**src/rtl/md_pkg.sv**
```systemverilog
// Shared particle-pair definitions: stored pair width, null-flag position and
// the field layout of a neighbour pair as produced by the particle filter.
package md_pkg;

  localparam int PAIR_W   = 226;
  localparam int NULL_BIT = 226;

  localparam int CELL_W = 8;
  localparam int ID_W   = 9;
  localparam int POS_W  = 96;

  localparam int NBR_POS_LSB  = 0;
  localparam int NBR_ID_LSB   = NBR_POS_LSB + POS_W;
  localparam int NBR_CELL_LSB = NBR_ID_LSB + ID_W;
  localparam int REF_POS_LSB  = NBR_CELL_LSB + CELL_W;
  localparam int REF_ID_LSB   = REF_POS_LSB + POS_W;
  localparam int REF_CELL_LSB = REF_ID_LSB + ID_W;

  // Field order matches the stored bit layout, most significant field first.
  typedef struct packed {
    logic [CELL_W-1:0] ref_cell;
    logic [ID_W-1:0]   ref_id;
    logic [POS_W-1:0]  ref_pos;
    logic [CELL_W-1:0] nbr_cell;
    logic [ID_W-1:0]   nbr_id;
    logic [POS_W-1:0]  nbr_pos;
  } pair_t;

endpackage

```
**src/rtl/pair_fifo_ram.sv**
```systemverilog
// Pair storage for pair_queue: one synchronous write port and an asynchronous
// read port so the head entry falls through without an output register.
module pair_fifo_ram
  import md_pkg::*;
#(
  parameter  int DEPTH = 16,
  localparam int AW    = $clog2(DEPTH)
) (
  input  logic              fast_clk,
  input  logic              wr_en,
  input  logic [AW-1:0]     wr_addr,
  input  logic [PAIR_W-1:0] wr_data,
  input  logic [AW-1:0]     rd_addr,
  output logic [PAIR_W-1:0] rd_data
);

  logic [PAIR_W-1:0] mem [DEPTH];

  // Contents are deliberately not reset; validity is tracked by the queue count.
  always_ff @(posedge fast_clk) begin
    if (wr_en) begin
      mem[wr_addr] <= wr_data;
    end
  end

  assign rd_data = mem[rd_addr];

endmodule

```
**src/rtl/pair_queue.sv**
```systemverilog
// First-word fall-through queue between the particle filter and force pipeline.
// Define PAIR_QUEUE_STATS_EN to add the saturating drop_count port and counter.
module pair_queue
  import md_pkg::*;
#(
  parameter int DEPTH = 16,
  parameter int CNT_W = 16
) (
  input  logic                    fast_clk,
  input  logic                    reset,
  input  logic [PAIR_W:0]         in_pair,
  input  logic                    flush,
  output logic [PAIR_W-1:0]       out_pair,
  output logic                    out_valid,
  input  logic                    out_ready,
  output logic [$clog2(DEPTH):0]  count,
  output logic                    full,
  output logic                    empty,
  output logic                    overflow
`ifdef PAIR_QUEUE_STATS_EN
  ,
  output logic [CNT_W-1:0]        drop_count
`endif
);

  localparam int AW = $clog2(DEPTH);

  logic [AW-1:0] wptr_q, wptr_d;
  logic [AW-1:0] rptr_q, rptr_d;
  logic [AW:0]   count_q, count_d;
  logic          overflow_q, overflow_d;
  logic          is_null, push, pop, drop;
`ifdef PAIR_QUEUE_STATS_EN
  logic [CNT_W-1:0] drop_cnt_q, drop_cnt_d;
`endif

  assign full      = (count_q == (AW+1)'(DEPTH));
  assign empty     = (count_q == '0);
  assign out_valid = ~empty;
  assign count     = count_q;
  assign overflow  = overflow_q;
`ifdef PAIR_QUEUE_STATS_EN
  assign drop_count = drop_cnt_q;
`endif

  // A full queue still accepts a pair when the head leaves on the same edge.
  always_comb begin
    is_null    = in_pair[NULL_BIT];
    pop        = out_valid && out_ready;
    push       = !is_null && (!full || pop);
    drop       = !is_null && full && !pop;
    wptr_d     = wptr_q;
    rptr_d     = rptr_q;
    count_d    = count_q;
    overflow_d = overflow_q;
`ifdef PAIR_QUEUE_STATS_EN
    drop_cnt_d = drop_cnt_q;
`endif
    if (flush) begin
      wptr_d     = '0;
      rptr_d     = '0;
      count_d    = '0;
      overflow_d = 1'b0;
`ifdef PAIR_QUEUE_STATS_EN
      drop_cnt_d = '0;
`endif
    end else begin
      if (push) wptr_d = wptr_q + AW'(1);
      if (pop)  rptr_d = rptr_q + AW'(1);
      if (push && !pop) begin
        count_d = count_q + (AW+1)'(1);
      end else if (pop && !push) begin
        count_d = count_q - (AW+1)'(1);
      end
      overflow_d = overflow_q | drop;
`ifdef PAIR_QUEUE_STATS_EN
      if (drop && (drop_cnt_q != '1)) begin
        drop_cnt_d = drop_cnt_q + CNT_W'(1);
      end
`endif
    end
  end

  always_ff @(posedge fast_clk or negedge reset) begin
    if (!reset) begin
      wptr_q     <= '0;
      rptr_q     <= '0;
      count_q    <= '0;
      overflow_q <= 1'b0;
`ifdef PAIR_QUEUE_STATS_EN
      drop_cnt_q <= '0;
`endif
    end else begin
      wptr_q     <= wptr_d;
      rptr_q     <= rptr_d;
      count_q    <= count_d;
      overflow_q <= overflow_d;
`ifdef PAIR_QUEUE_STATS_EN
      drop_cnt_q <= drop_cnt_d;
`endif
    end
  end

  pair_fifo_ram #(
    .DEPTH (DEPTH)
  ) u_ram (
    .fast_clk (fast_clk),
    .wr_en    (push && !flush),
    .wr_addr  (wptr_q),
    .wr_data  (in_pair[PAIR_W-1:0]),
    .rd_addr  (rptr_q),
    .rd_data  (out_pair)
  );

endmodule

```
**config.mk**
```make
export PLATFORM = sky130hd
export DESIGN_NAME = pair_queue
export DESIGN_NICKNAME = d
export VERILOG_FILES = /design/src/rtl/md_pkg.sv /design/src/rtl/pair_fifo_ram.sv /design/src/rtl/pair_queue.sv
export SDC_FILE = /design/constraint.sdc
export NUM_CORES = 2
export LEC_CHECK = 0
export BUFFER_PORTS_ARGS = -buffer_cell sky130_fd_sc_hd__buf_2
export CORE_MARGIN = 4
export CORE_UTILIZATION = 40
export DETAILED_ROUTE_END_ITERATION = 16
export HOLD_SLACK_MARGIN = 0.1
export PLACE_DENSITY = 0.54
export SYNTH_ARGS = -nofsm -noshare
export SYNTH_HDL_FRONTEND = slang
export SYNTH_SLANG_ARGS = --single-unit
```
**constraint.sdc**
```tcl
create_clock -name fast_clk -period 13 [get_ports fast_clk]
set_input_delay 1.3 -clock fast_clk [delete_from_list [all_inputs] [get_ports fast_clk]]
set_output_delay 1.3 -clock fast_clk [all_outputs]
set_load 0.005 [all_outputs]
```
After elaboration in Yosys (flattened, before gate mapping)
Memory sizes are Yosys's and may differ from the RTL's. Index checks and enable logic that the tools add are counted.

Register bits after elaboration: 14. RAM bits: 3616. Bits of input ports: 231. Output and inout port bits: 235. Word-level logic and storage cells: 39. Memories: 1.

$add $sub $neg: 4. Eq/ne operators: 1. Multiplexer cells: 10. Bitwise logic cells: 2. Reduce and logical (&&, ||, !) cells: 17.

Memory list: u_ram.mem (words 16, width 226, read ports 1, clocked after Yosys merged registers in 0, wr ports 1, RTL line pair_fifo_ram.sv:17) `logic [PAIR_W-1:0] mem [DEPTH];`.

Operators by type and width (count): 4-bit two-way mux (4); 5-bit two-way mux (3); 4-bit by 1-bit adder with 4-bit output (second input constant) (2); 1-bit logical AND (7); 5-bit by 1-bit adder with 5-bit output (second input constant) (1); 5-bit == test (second input constant) (1); 1-bit logical NOT (5); 5-bit logical NOT (1); 5-bit by 1-bit subtractor with 5-bit output (second input constant) (1); 2-bit nonzero test (2); 1-bit two-way mux (3); 3-bit nonzero test (1); 1-bit logical OR (1); 1-bit inverter (1); 1-bit OR (1).

Logic depth before layout (Yosys ltp)
Word-level depth: 10. Mapped depth: 8. Depth with buffers taken out: 7.

By module
A second synthesis with hierarchy kept.

Cell total of the unflattened synthesis: 5779. Area total of the unflattened synthesis: 136649.8 um^2.

Modules (own cells, without submodules): pair_fifo_ram (times used 1, cells each 5688, area an instance 135733.9 um^2, seq. area each 108584.1 um^2); pair_queue (times used 1, cells each 91, area an instance 915.9 um^2, seq. area each 350.3 um^2).

Least setup slack after synthesis
Ideal clock, no wire load.

Path kind: input -> register. Start point: in in_pair[226]. End point: mem u_ram.mem[7][0] (enable). Setup time: 0.841 ns. Data arrival time: 11.746 ns. Path slack: 0.413 ns. Cell stages on the path: 3. Path buffers: 1. Path through: clkbuf_1 -> a211o_1 -> nor2b_1.

Cells in the longest elaborated chain, start to end: 5.

RTL lines: start: declaration (RTL line pair_queue.sv:11) `input logic [PAIR_W:0] in_pair,`; 1-bit logical NOT (RTL line pair_queue.sv:50) `push = !is_null && (!full || pop);`; 1-bit logical AND (RTL line pair_queue.sv:50); 1-bit logical AND (RTL line pair_queue.sv:108) `.wr_en (push && !flush),`; 1-bit two-way mux (RTL line pair_fifo_ram.sv:21) `if (wr_en) begin`; 1-bit two-way mux (not written as such) (RTL line pair_fifo_ram.sv:22) `mem[wr_addr] <= wr_data;`; end: declaration (RTL line pair_fifo_ram.sv:17).

Every way passes these cells.

Worst setup path in the final report
Start point: reg rptr_q[0]. End point: out out_pair[84].

Cells in the longest elaborated chain, start to end: 1.

RTL lines: start: declaration (RTL line pair_queue.sv:29) `logic [AW-1:0] rptr_q, rptr_d;`; start signal: assignment (RTL line pair_queue.sv:95) `rptr_q <= rptr_d;`; memory 16 x 226 bit; end: declaration (RTL line pair_queue.sv:13) `output logic [PAIR_W-1:0] out_pair,`.

Every way passes these cells.

==> results.toml <==
[outcome]
status = "completed"

[placement]
io_buffers = 465
preCtsSetupSlack_ns = 7.23
globalplace.congestion = 0.724
dp_cells = 10400
dpl.hpwl_um = 172000

[sta]
drv_slew = 0
finalHoldViolCount = 0
setup_viol = 0
clock.fmax_mhz = 153
rsz0062_at_grt = "no"
slew_headroom_pct = 22.1
worstMarginPinSlew_ns = 1.17
fin_tns_setup_ns = 0
finalClockSkew_ns = 0.110
whs_ns = 0.229
period_minus_slack_ns = 6.54
setup_ws_ns = 6.46
period_share_pct = 50.3

[layout]
drive_above_1_share_pct = 31.3
final_cell_mix = "edfxtp_1, mux4_2, buf_2"
fin_util_pct = 46.2
nets = 6542
final_common_cell = "edfxtp_1"
fillers = 27800
fin_cells = 11100
syn_to_final_growth_pct = 15.0

[clock_tree]
clk_pin_slew_ns = 0.06
hold_buffers = 0
ctsLongestPathBuffers = 4
cts_made_buffers = 380
cts-htree-levels = 5
clk_latency_ns = 0.98
cts_sinks = 3630
cts_root_buf = "clkbuf_16"
post_cts_buffers = 0
ctsResizeCount = 0
cts_tree = "yes"

[synthesis]
synthAdderAreaFrac_pct = 0.0979
synth-edff-count = 3616
synthFlopType = "edfxtp_1"
synth_warnings = 0
ys_seq_area_share_pct = 80.4
synthSimpleGateAreaFrac_pct = 0.896
synth_top_family_by_area = "multiplexers"
synth.mux.area_fraction_pct = 15.0
synth_nets = 5876
synth_xor_xnor_area_share_pct = 0.0452
synth_cell_types = 42
synth-seq-cells = 3630
netlist_area_sq_um = 136000
avgSynthCellArea_sq_um = 24.0
synth_compound_area_share_pct = 2.50
syn_inst = 5635
async_flop_share_pct = 0.386

[power]
clockPowerShare_pct = 37.1
p_int_mw = 21.7
p_per_area_nw_per_um2 = 185
switching_share_pct = 24.7
pwr-share-comb_pct = 17.4
ir_drop_uv = 214
switching_power_mw = 7.12
p_leak_nw = 48.2
p_seq_share_pct = 45.6

[global_route]
grt_max_degree = 146
grt_overflow = 0
first_global_vias = 65300
antenna_found_initial = 103
grt_usage_pct = 19.4
grt_pass1_wl_um = 488000

[critical_path]
ff2ff_setup_slack_ns = 8.05
crit_type = "flip-flop to primary output"
crit_path_start_kind = "flip-flop"
rr_endpoint = "u_ram.mem[0][209]"
crit_arrival_ns = 5.24
required_ns = 11.70
end_kind = "primary output"
path_max_fanout = 47
rr_worst_depth = 7
timing.rr.start = "count[4]"

[routing]
first_iter_violations = 5660
vias = 62800
vias_per_cell = 5.63
antenna_left = 0
routed_wl_um = 343000
drt-wirelength-per-cell_um = 30.8
first_pass_iters = 5
drc_errors = 0

[floorplan]
die-area_sq_um = 348000
core_area_sq_um = 337000
die_h_um = 590
rows = 213
die_w_um = 590
initial_core_util_pct = 40.2
io_pins = 466

[flow_run]
maxCapViolations = 0

[hold_path]
hold_path.class = "primary input to asynchronous set/reset pin"
logic make-up after synthesis:
logic type | Yosys count
DFF | 3630
AOI/OAI and AO/OA | 474
muxes | 907
adders and majority gates | 10
xor gates and xnor gates | 7
and+or+nand+nor | 296
buffers and inverters | 311
flip-flops by register name, summed over array words and instances, names as in the netlist:
register and flops:
overflow 1, wptr_q 4, count 5, u_ram.mem 3616
rptr_q 4
critical path, cell delays in order (launching register included):
cell     delay (ns)
dfrtp_4        0.80
buf_4          0.61
buf_4          0.64
buf_4          0.84
mux4_2         0.37
o22ai_1        0.09
nor2_1         0.54
buf_2          0.25
power by group through the flow:
| stage | logic [mW] | clock network, mW | registers, mW |
|---|---|---|---|
| 6_report | 4.99 | 10.7 | 13.1 |
| 5_1_grt | 5.44 | 11.4 | 13.1 |
| 4_1_cts | 5.14 | 10.9 | 13.1 |
| 3_5_place_dp | 5.13 | 0 | 13.4 |
| 3_3_place_gp | 5.12 | 0 | 13.4 |
| 2_1_floorplan | 3.57 | 0 | 13.4 |
worst max-delay path by stage:
stage	startpoint	to	slack (ns)	cells past startpoint
2_1_floorplan	in_pair[226]	u_ram.mem[7][0]	0.41	3
3_3_place_gp	rptr_q[0]	out_pair[201]	7.21	7
3_5_place_dp	out_ready	u_ram.mem[0][162]	7.23	8
4_1_cts	rptr_q[0]	out_pair[201]	6.20	7
5_1_grt	rptr_q[0]	out_pair[84]	5.90	7
6_report	rptr_q[0]	out_pair[84]	6.46	7
per-stage QoR:
stage,instance area (sq um),power [mW]
2_1_floorplan,136000,16.9
3_3_place_gp,144000,18.5
3_5_place_dp,144000,18.5
4_1_cts,156000,29.2
5_1_grt,156000,30.0
6_report,156000,28.8
area by class of cell:
| class | instances | area (sq um) | area share (%) |
|---|---|---|---|
| sequential | 3630 | 109000 | 69.9 |
| clock buffer | 445 | 9820 | 6.30 |
| inverter | 5 | 18.8 | 0.0120 |
| multi-input combinational | 1694 | 25300 | 16.3 |
| antenna | 26 | 65.1 | 0.0417 |
| timing repair buffer | 590 | 3580 | 2.30 |
| tap | 4515 | 5650 | 3.62 |
| clock inverter | 243 | 2420 | 1.56 |
synth_stat cells, types with 2 or more instances:
master / number / area, sq um
and2_1: 5 / 31.3
mux4_2: 904 / 20400
a22oi_1: 326 / 2450
and3_1: 4 / 25.0
o22ai_1: 126 / 788
nor2b_1: 6 / 37.5
buf_1: 64 / 240
o21ai_0: 2 / 10.0
buf_2: 87 / 435
nand2b_1: 5 / 31.3
a211o_1: 2 / 17.5
buf_6: 3 / 33.8
xor2_1: 5 / 43.8
dfrtp_1: 14 / 350
buf_4: 24 / 180
a21oi_1: 6 / 30.0
o211ai_1: 2 / 15.0
nor2_1: 93 / 349
nand4b_1: 2 / 17.5
nand3_1: 4 / 20.0
ha_1: 9 / 113
nand2_1: 169 / 634
clkbuf_1: 128 / 480
xnor2_1: 2 / 17.5
mux2i_1: 3 / 30.0
or2_2: 2 / 12.5
inv_1: 5 / 18.8
a211oi_1: 4 / 30.0
edfxtp_1: 3616 / 109000
routing by layer:
metal | wire length [um] | track usage [%] | up-vias
met5 | 475 | 0 | -
li1 | - | - | 25800
met4 | 8400 | 4.89 | 72
met1 | 144000 | 26.9 | 34400
met3 | 25100 | 4.64 | 589
met2 | 165000 | 30.9 | 1946
No activity file was read; power rests on OpenSTA's default activity.
